===== config.mk =====
export PLATFORM = sky130hd
export DESIGN_NAME = mult_share_ctrl
export DESIGN_NICKNAME = d
export VERILOG_FILES = /design/src/rtl/mult_share_ctrl.sv
export SDC_FILE = /design/constraint.sdc
export NUM_CORES = 1
export LEC_CHECK = 0
export ABC_AREA = 1
export CORE_ASPECT_RATIO = 1.25
export CORE_MARGIN = 2
export CORE_UTILIZATION = 43
export CTS_CLUSTER_DIAMETER = 150
export DETAILED_ROUTE_END_ITERATION = 8
export GPL_TIMING_DRIVEN = 1
export PLACE_DENSITY = 0.92
export SLEW_MARGIN = 20
export SYNTH_ARGS = -nofsm -noshare
export SYNTH_HDL_FRONTEND = slang
export SYNTH_SLANG_ARGS = --single-unit

===== constraint.sdc =====
create_clock -name clk -period 2.21 [get_ports clk]
set_input_delay 0.442 -clock clk [delete_from_list [all_inputs] [get_ports clk]]
set_output_delay 0.442 -clock clk [all_outputs]
set_load 0.01 [all_outputs]

===== src/rtl/mult_share_ctrl.sv =====
// mult_share_ctrl: round-robin controller sharing one multi-cycle signed multiplier core
// among NREQ requesters. One operation is in flight at a time; the product comes back on a
// valid/ready response channel tagged with the requester ID. A watchdog aborts a WAIT that
// never sees mult_done and latches a sticky fault, after which the controller halts.
//
// Ports:
//   clk, rst_n             clock, asynchronous active-low reset
//   req_valid/req_ready    per-requester handshake; req_ready is one-hot and only in IDLE
//   req_a, req_b           packed operands, slice i belongs to requester i
//   rsp_valid/rsp_ready    response handshake
//   rsp_id, rsp_m, rsp_err response ID, signed product, timeout-abort flag (rsp_m is 0)
//   fault                  sticky core-timeout flag
//   mult_en, mult_a/b      core enable and operands (operands held for the whole operation)
//   mult_done, mult_m      core done flag (may be stale high while idle) and product
module mult_share_ctrl #(
  parameter int unsigned WIDTH   = 8,
  parameter int unsigned NREQ    = 4,
  parameter int unsigned IDW     = 2,
  parameter int unsigned TIMEOUT = 64
) (
  input  logic                  clk,
  input  logic                  rst_n,
  input  logic [NREQ-1:0]       req_valid,
  input  logic [NREQ*WIDTH-1:0] req_a,
  input  logic [NREQ*WIDTH-1:0] req_b,
  output logic [NREQ-1:0]       req_ready,
  output logic                  rsp_valid,
  input  logic                  rsp_ready,
  output logic [IDW-1:0]        rsp_id,
  output logic [2*WIDTH-1:0]    rsp_m,
  output logic                  rsp_err,
  output logic                  fault,
  output logic                  mult_en,
  output logic [WIDTH-1:0]      mult_a,
  output logic [WIDTH-1:0]      mult_b,
  input  logic                  mult_done,
  input  logic [2*WIDTH-1:0]    mult_m
);

  // Wide enough to hold TIMEOUT itself after the final WAIT increment.
  localparam int unsigned CW = $clog2(TIMEOUT + 1);

  typedef enum logic [2:0] {StIdle, StIssue, StWait, StResp, StHalt} state_e;

  state_e             state_q, state_d;
  logic [IDW-1:0]     ptr_q, ptr_d;
  logic [IDW-1:0]     id_q, id_d;
  logic [WIDTH-1:0]   a_q, a_d;
  logic [WIDTH-1:0]   b_q, b_d;
  logic [2*WIDTH-1:0] m_q, m_d;
  logic               err_q, err_d;
  logic               fault_q, fault_d;
  logic [CW-1:0]      cnt_q, cnt_d;

  logic               gnt_found;
  logic [IDW-1:0]     gnt_idx;
  logic               grant;
  logic               timeout;

  // First valid requester at or after ptr, wrapping modulo NREQ.
  always_comb begin
    gnt_found = 1'b0;
    gnt_idx   = '0;
    for (int unsigned k = 0; k < NREQ; k++) begin
      if (!gnt_found && req_valid[(32'(ptr_q) + k) % NREQ]) begin
        gnt_found = 1'b1;
        gnt_idx   = IDW'((32'(ptr_q) + k) % NREQ);
      end
    end
  end

  assign grant   = (state_q == StIdle) && !fault_q && gnt_found;
  // Evaluated only in WAIT: this is the TIMEOUT-th WAIT cycle.
  assign timeout = (cnt_q == CW'(TIMEOUT - 1));

  // State register.
  always_ff @(posedge clk or negedge rst_n) begin
    if (!rst_n) begin
      state_q <= StIdle;
    end else begin
      state_q <= state_d;
    end
  end

  // Next-state logic. Done takes priority over a coincident timeout.
  always_comb begin
    state_d = state_q;
    unique case (state_q)
      StIdle:  if (grant) state_d = StIssue;
      // mult_done is ignored here: it may still be high from the previous operation.
      StIssue: state_d = StWait;
      StWait:  if (mult_done || timeout) state_d = StResp;
      StResp:  if (rsp_ready) state_d = fault_q ? StHalt : StIdle;
      StHalt:  state_d = StHalt;
      default: state_d = StIdle;
    endcase
  end

  // Outputs decoded from state.
  always_comb begin
    req_ready = '0;
    mult_en   = 1'b0;
    rsp_valid = 1'b0;
    unique case (state_q)
      StIdle:  if (grant) req_ready = NREQ'(1) << gnt_idx;
      StIssue: mult_en = 1'b1;
      // Dropping enable on the done cycle parks the core; an abort never re-kicks it.
      StWait:  mult_en = !mult_done && !timeout;
      StResp:  rsp_valid = 1'b1;
      StHalt:  ;
      default: ;
    endcase
  end

  // Datapath next-state: operand/ID capture on grant, result capture leaving WAIT.
  always_comb begin
    ptr_d   = ptr_q;
    id_d    = id_q;
    a_d     = a_q;
    b_d     = b_q;
    m_d     = m_q;
    err_d   = err_q;
    fault_d = fault_q;
    cnt_d   = cnt_q;
    if (grant) begin
      a_d   = req_a[32'(gnt_idx) * WIDTH +: WIDTH];
      b_d   = req_b[32'(gnt_idx) * WIDTH +: WIDTH];
      id_d  = gnt_idx;
      ptr_d = (gnt_idx == IDW'(NREQ - 1)) ? '0 : gnt_idx + 1'b1;
      cnt_d = '0;
    end
    if (state_q == StWait) begin
      cnt_d = cnt_q + 1'b1;
      if (mult_done) begin
        m_d   = mult_m;
        err_d = 1'b0;
      end else if (timeout) begin
        m_d     = '0;
        err_d   = 1'b1;
        fault_d = 1'b1;
      end
    end
  end

  always_ff @(posedge clk or negedge rst_n) begin
    if (!rst_n) begin
      ptr_q   <= '0;
      id_q    <= '0;
      a_q     <= '0;
      b_q     <= '0;
      m_q     <= '0;
      err_q   <= 1'b0;
      fault_q <= 1'b0;
      cnt_q   <= '0;
    end else begin
      ptr_q   <= ptr_d;
      id_q    <= id_d;
      a_q     <= a_d;
      b_q     <= b_d;
      m_q     <= m_d;
      err_q   <= err_d;
      fault_q <= fault_d;
      cnt_q   <= cnt_d;
    end
  end

  assign rsp_id  = id_q;
  assign rsp_m   = m_q;
  assign rsp_err = err_q;
  assign fault   = fault_q;
  assign mult_a  = a_q;
  assign mult_b  = b_q;

endmodule


==> results.yml <==
status:
  status: "finished, violations left"
  violations: "negative setup slack"
timing:
  fin_crit_sh_pct: 113
  slew_headroom_pct: 55.6
  final.setup.worst_slack_ns: -0.286
  hold_violations: 0
  fin_crit_ns: 2.50
  max_freq_mhz: 401
  tns_ns: -1.22
  maxSlewViolCount: 0
  setup-violations-final: 10
  fin_worst_skew_ns: 0.00679
  worst_pin_slew_ns: 0.666
  rsz0062_at_grt: "true"
power:
  seq_power_share_pct: 37.3
  p_leak_nw: 2.56
  power.share.switching_pct: 34.4
  switching_power_mw: 1.13
  p_int_mw: 2.14
  cellPowerDensity_mw_per_mm2: 657
  combPwrFrac_pct: 44.0
  vdd_ir_drop_max_mv: 0.579
  clkPwrFrac_pct: 18.7
global_routing:
  overflow: 0
  antenna_found_initial: 0
  grt_pass1_vias: 3521
  grtUsageTotal_pct: 23.8
  grt_max_degree: 27
  grt_first_pass_wirelength_um: 15100
routing:
  first_pass_iters: 4
  routedWlPerCell_um: 14.0
  drt_iter0_markers: 129
  drt_wl_total_um: 9830
  ant_nets: 0
  post-route-drc-count: 0
  viasPerCell: 4.99
  num_vias: 3493
finish:
  nFillCells: 531
  diodes: 0
  area_growth_pct: 64.1
  drive_gt1_share_pct: 20.2
  layout.nets: 699
synthesis:
  synthesis.nets: 547
  synth_area_per_cell_um2: 6.63
  syn_inst: 457
  ys_types: 27
  ys_top_cells_by_area: "dfrtp_1, nand2_1, nand3_1"
  yosysSeqAreaShare_pct: 39.6
  yosysTopAreaCellShare_pct: 39.6
  synth_seq_cells: 48
  yosysWarnings: 0
  synth_edf_count: 0
  yosysTopAreaCell: "dfrtp_1"
  syn_area_mm2: 0.00303
  synth_ff_type: "dfrtp_1"
  postSynth.asyncResetShare_pct: 100
clock_network:
  cts_buffers: 5
  clock_path_buffers: 2
  cts_root_buffer: "clkbuf_8"
  clkSinkCount: 48
  clock_latency_ns: 0.30
  htreeDepth: 2
  clkTransAtPathRegs_ns: 0.08
  cts_tree: "built"
place:
  pre_cts_slack_ns: -0.732
  gp_congestion: 0.895
  port_buffers: 129
  dp_hpwl_um: 6740
floorplan:
  row_count: 34
  die_w_um: 79.1
  io_pins: 130
  dieArea_mm2: 0.00774
  start_util_pct: 44.0
  coreArea_mm2: 0.00689
  die_y_um: 97.9
worst_setup_path:
  startpoint_type: "flop"
  path_max_fanout: 5
  worstPathArrival_ns: 2.05
  critPathKind: "flop to output pin"
  cp_data_required_time_ns: 1.77
  cp-startpoint: "ptr_q[0]"
  r2r_cells: 15
  timing.rr.start: "ptr_q[0]"
  end_kind: "output pin"
flow_run:
  cap_violations: 0
hold_path:
  hp-class: "input pin to async pin"
[path summary, 6_finish.rpt]
check / endpoint / slack, ns
max in group asynchronous: mult_a[2] / 1.59
min in group clk: rsp_m[10] / 0.48
hold / removal: rsp_m[15] / 0.11
hold reg to reg: rsp_m[10] / 0.48
setup / recovery: req_ready[3] / -0.29
setup reg to reg: mult_a[1] / -0.04
[layer usage]
| metal | vias to the layer above | GRT usage (%) | wire length (µm) |
|---|---|---|---|
| met3 | 32 | 4.25 | 628 |
| li1 | 1709 | - | - |
| met4 | 0 | 10.6 | 340 |
| met1 | 1590 | 26.1 | 3620 |
| met5 | - | 0 | 0 |
| met2 | 162 | 43.9 | 5240 |
[through the flow]
stage	cells	area (µm²)	util, %	hold slack, ns	total power [mW]
floorplan	457	3030	-	0.146	1.91
global placement	685	4550	66.0	0.442	2.55
detailed placement	685	4550	66.0	0.445	2.61
CTS	697	4760	69.0	0.112	3.25
global route	700	4970	72.2	0.124	3.52
finish	700	4970	72.2	0.107	3.27
[power by group through the flow]
stage / Clock (mW) / Combinational (mW) / Sequential [mW]
floorplan: 0 / 0.630 / 1.28
global placement: 0 / 1.34 / 1.21
detailed placement: 0 / 1.39 / 1.22
CTS: 0.629 / 1.41 / 1.21
global route: 0.665 / 1.61 / 1.24
finish: 0.611 / 1.44 / 1.22
[repair_timing]
item / 4_1_cts / 5_1_grt
pin swaps: 10 / 17
buffers inserted: 4 / 2
gates resized for setup: 61 / 53
endpoints found under the setup margin: 23 / 18
cloned: 0 / 1
hold buffers: 0 / 0
[synthesized netlist by cell type, drive strengths merged, types with 2 or more instances]
| library cell | number |
|---|---|
| nand2 | 167 |
| o211ai | 6 |
| a21oi | 3 |
| clkbuf | 3 |
| nor2 | 24 |
| dfrtp | 48 |
| inv | 79 |
| ha | 2 |
| buf | 17 |
| o22ai | 2 |
| nand3 | 82 |
| nor3 | 4 |
| or2 | 7 |
| o21ai | 10 |
[cell usage in the layout (no fill, tap or decap), types with 2 or more instances in the layout]
cell type / netlist / routed
nand3_1: 79 / 69
buf_6: 3 / 4
o22ai_1: 2 / 2
nor2_1: 20 / 12
o21ai_0: 6 / 6
clkbuf_8: 0 / 5
or2_1: 6 / 6
buf_12: 0 / 3
nand3_4: 1 / 5
nand2_4: 0 / 6
clkdlybuf4s50_1: 0 / 119
a21oi_1: 3 / 3
dlygate4sd2_1: 0 / 4
o21ai_1: 4 / 3
dfrtp_2: 0 / 2
nor2_2: 2 / 7
nor3_2: 0 / 2
inv_2: 5 / 12
buf_2: 10 / 5
nor2_4: 2 / 5
buf_4: 4 / 29
inv_1: 74 / 65
dfrtp_1: 48 / 46
o211ai_1: 6 / 6
nand2_1: 166 / 142
nand3_2: 2 / 8
nand2_2: 1 / 19
[critical path: stages (launching register included)]
cell     delay (ns)
dfrtp_2        0.47
buf_6          0.16
nand2_1        0.08
nand2_2        0.08
nand2_1        0.10
nand2_1        0.07
nand2_2        0.10
nand2_2        0.08
nand2_2        0.09
nand3_4        0.08
inv_2          0.07
ha_4           0.12
inv_2          0.04
nor2_2         0.10
buf_2          0.13
[state kept, by name, summed over array words and instances, names as in the netlist]
name,cells
rsp_err,1
rsp_m,16
rsp_id,2
fault,1
mult_b,8
mult_a,8
state_q,3
ptr_q,2
cnt_q,7
[cells by family after synthesis]
logic type | after synthesis | synth area share (%)
compound gates | 24 | 4.83
simple gates | 284 | 40.8
fa+ha+maj | 2 | 0.826
flops | 48 | 39.6
buf+inv | 99 | 13.9
[cell type report]
cell class                 instances  area (µm²)  share of cell area, %
clock buffer                       6        72.6                   1.46
inverter                          79         304                   6.11
sequential                        48        1200                   24.2
timing repair buffer             165        1590                   31.9
clock inverter                     2        35.0                  0.704
multi-input combinational        310        1660                   33.3
tap                               90         113                   2.26
(Power assumes the default switching activity.)
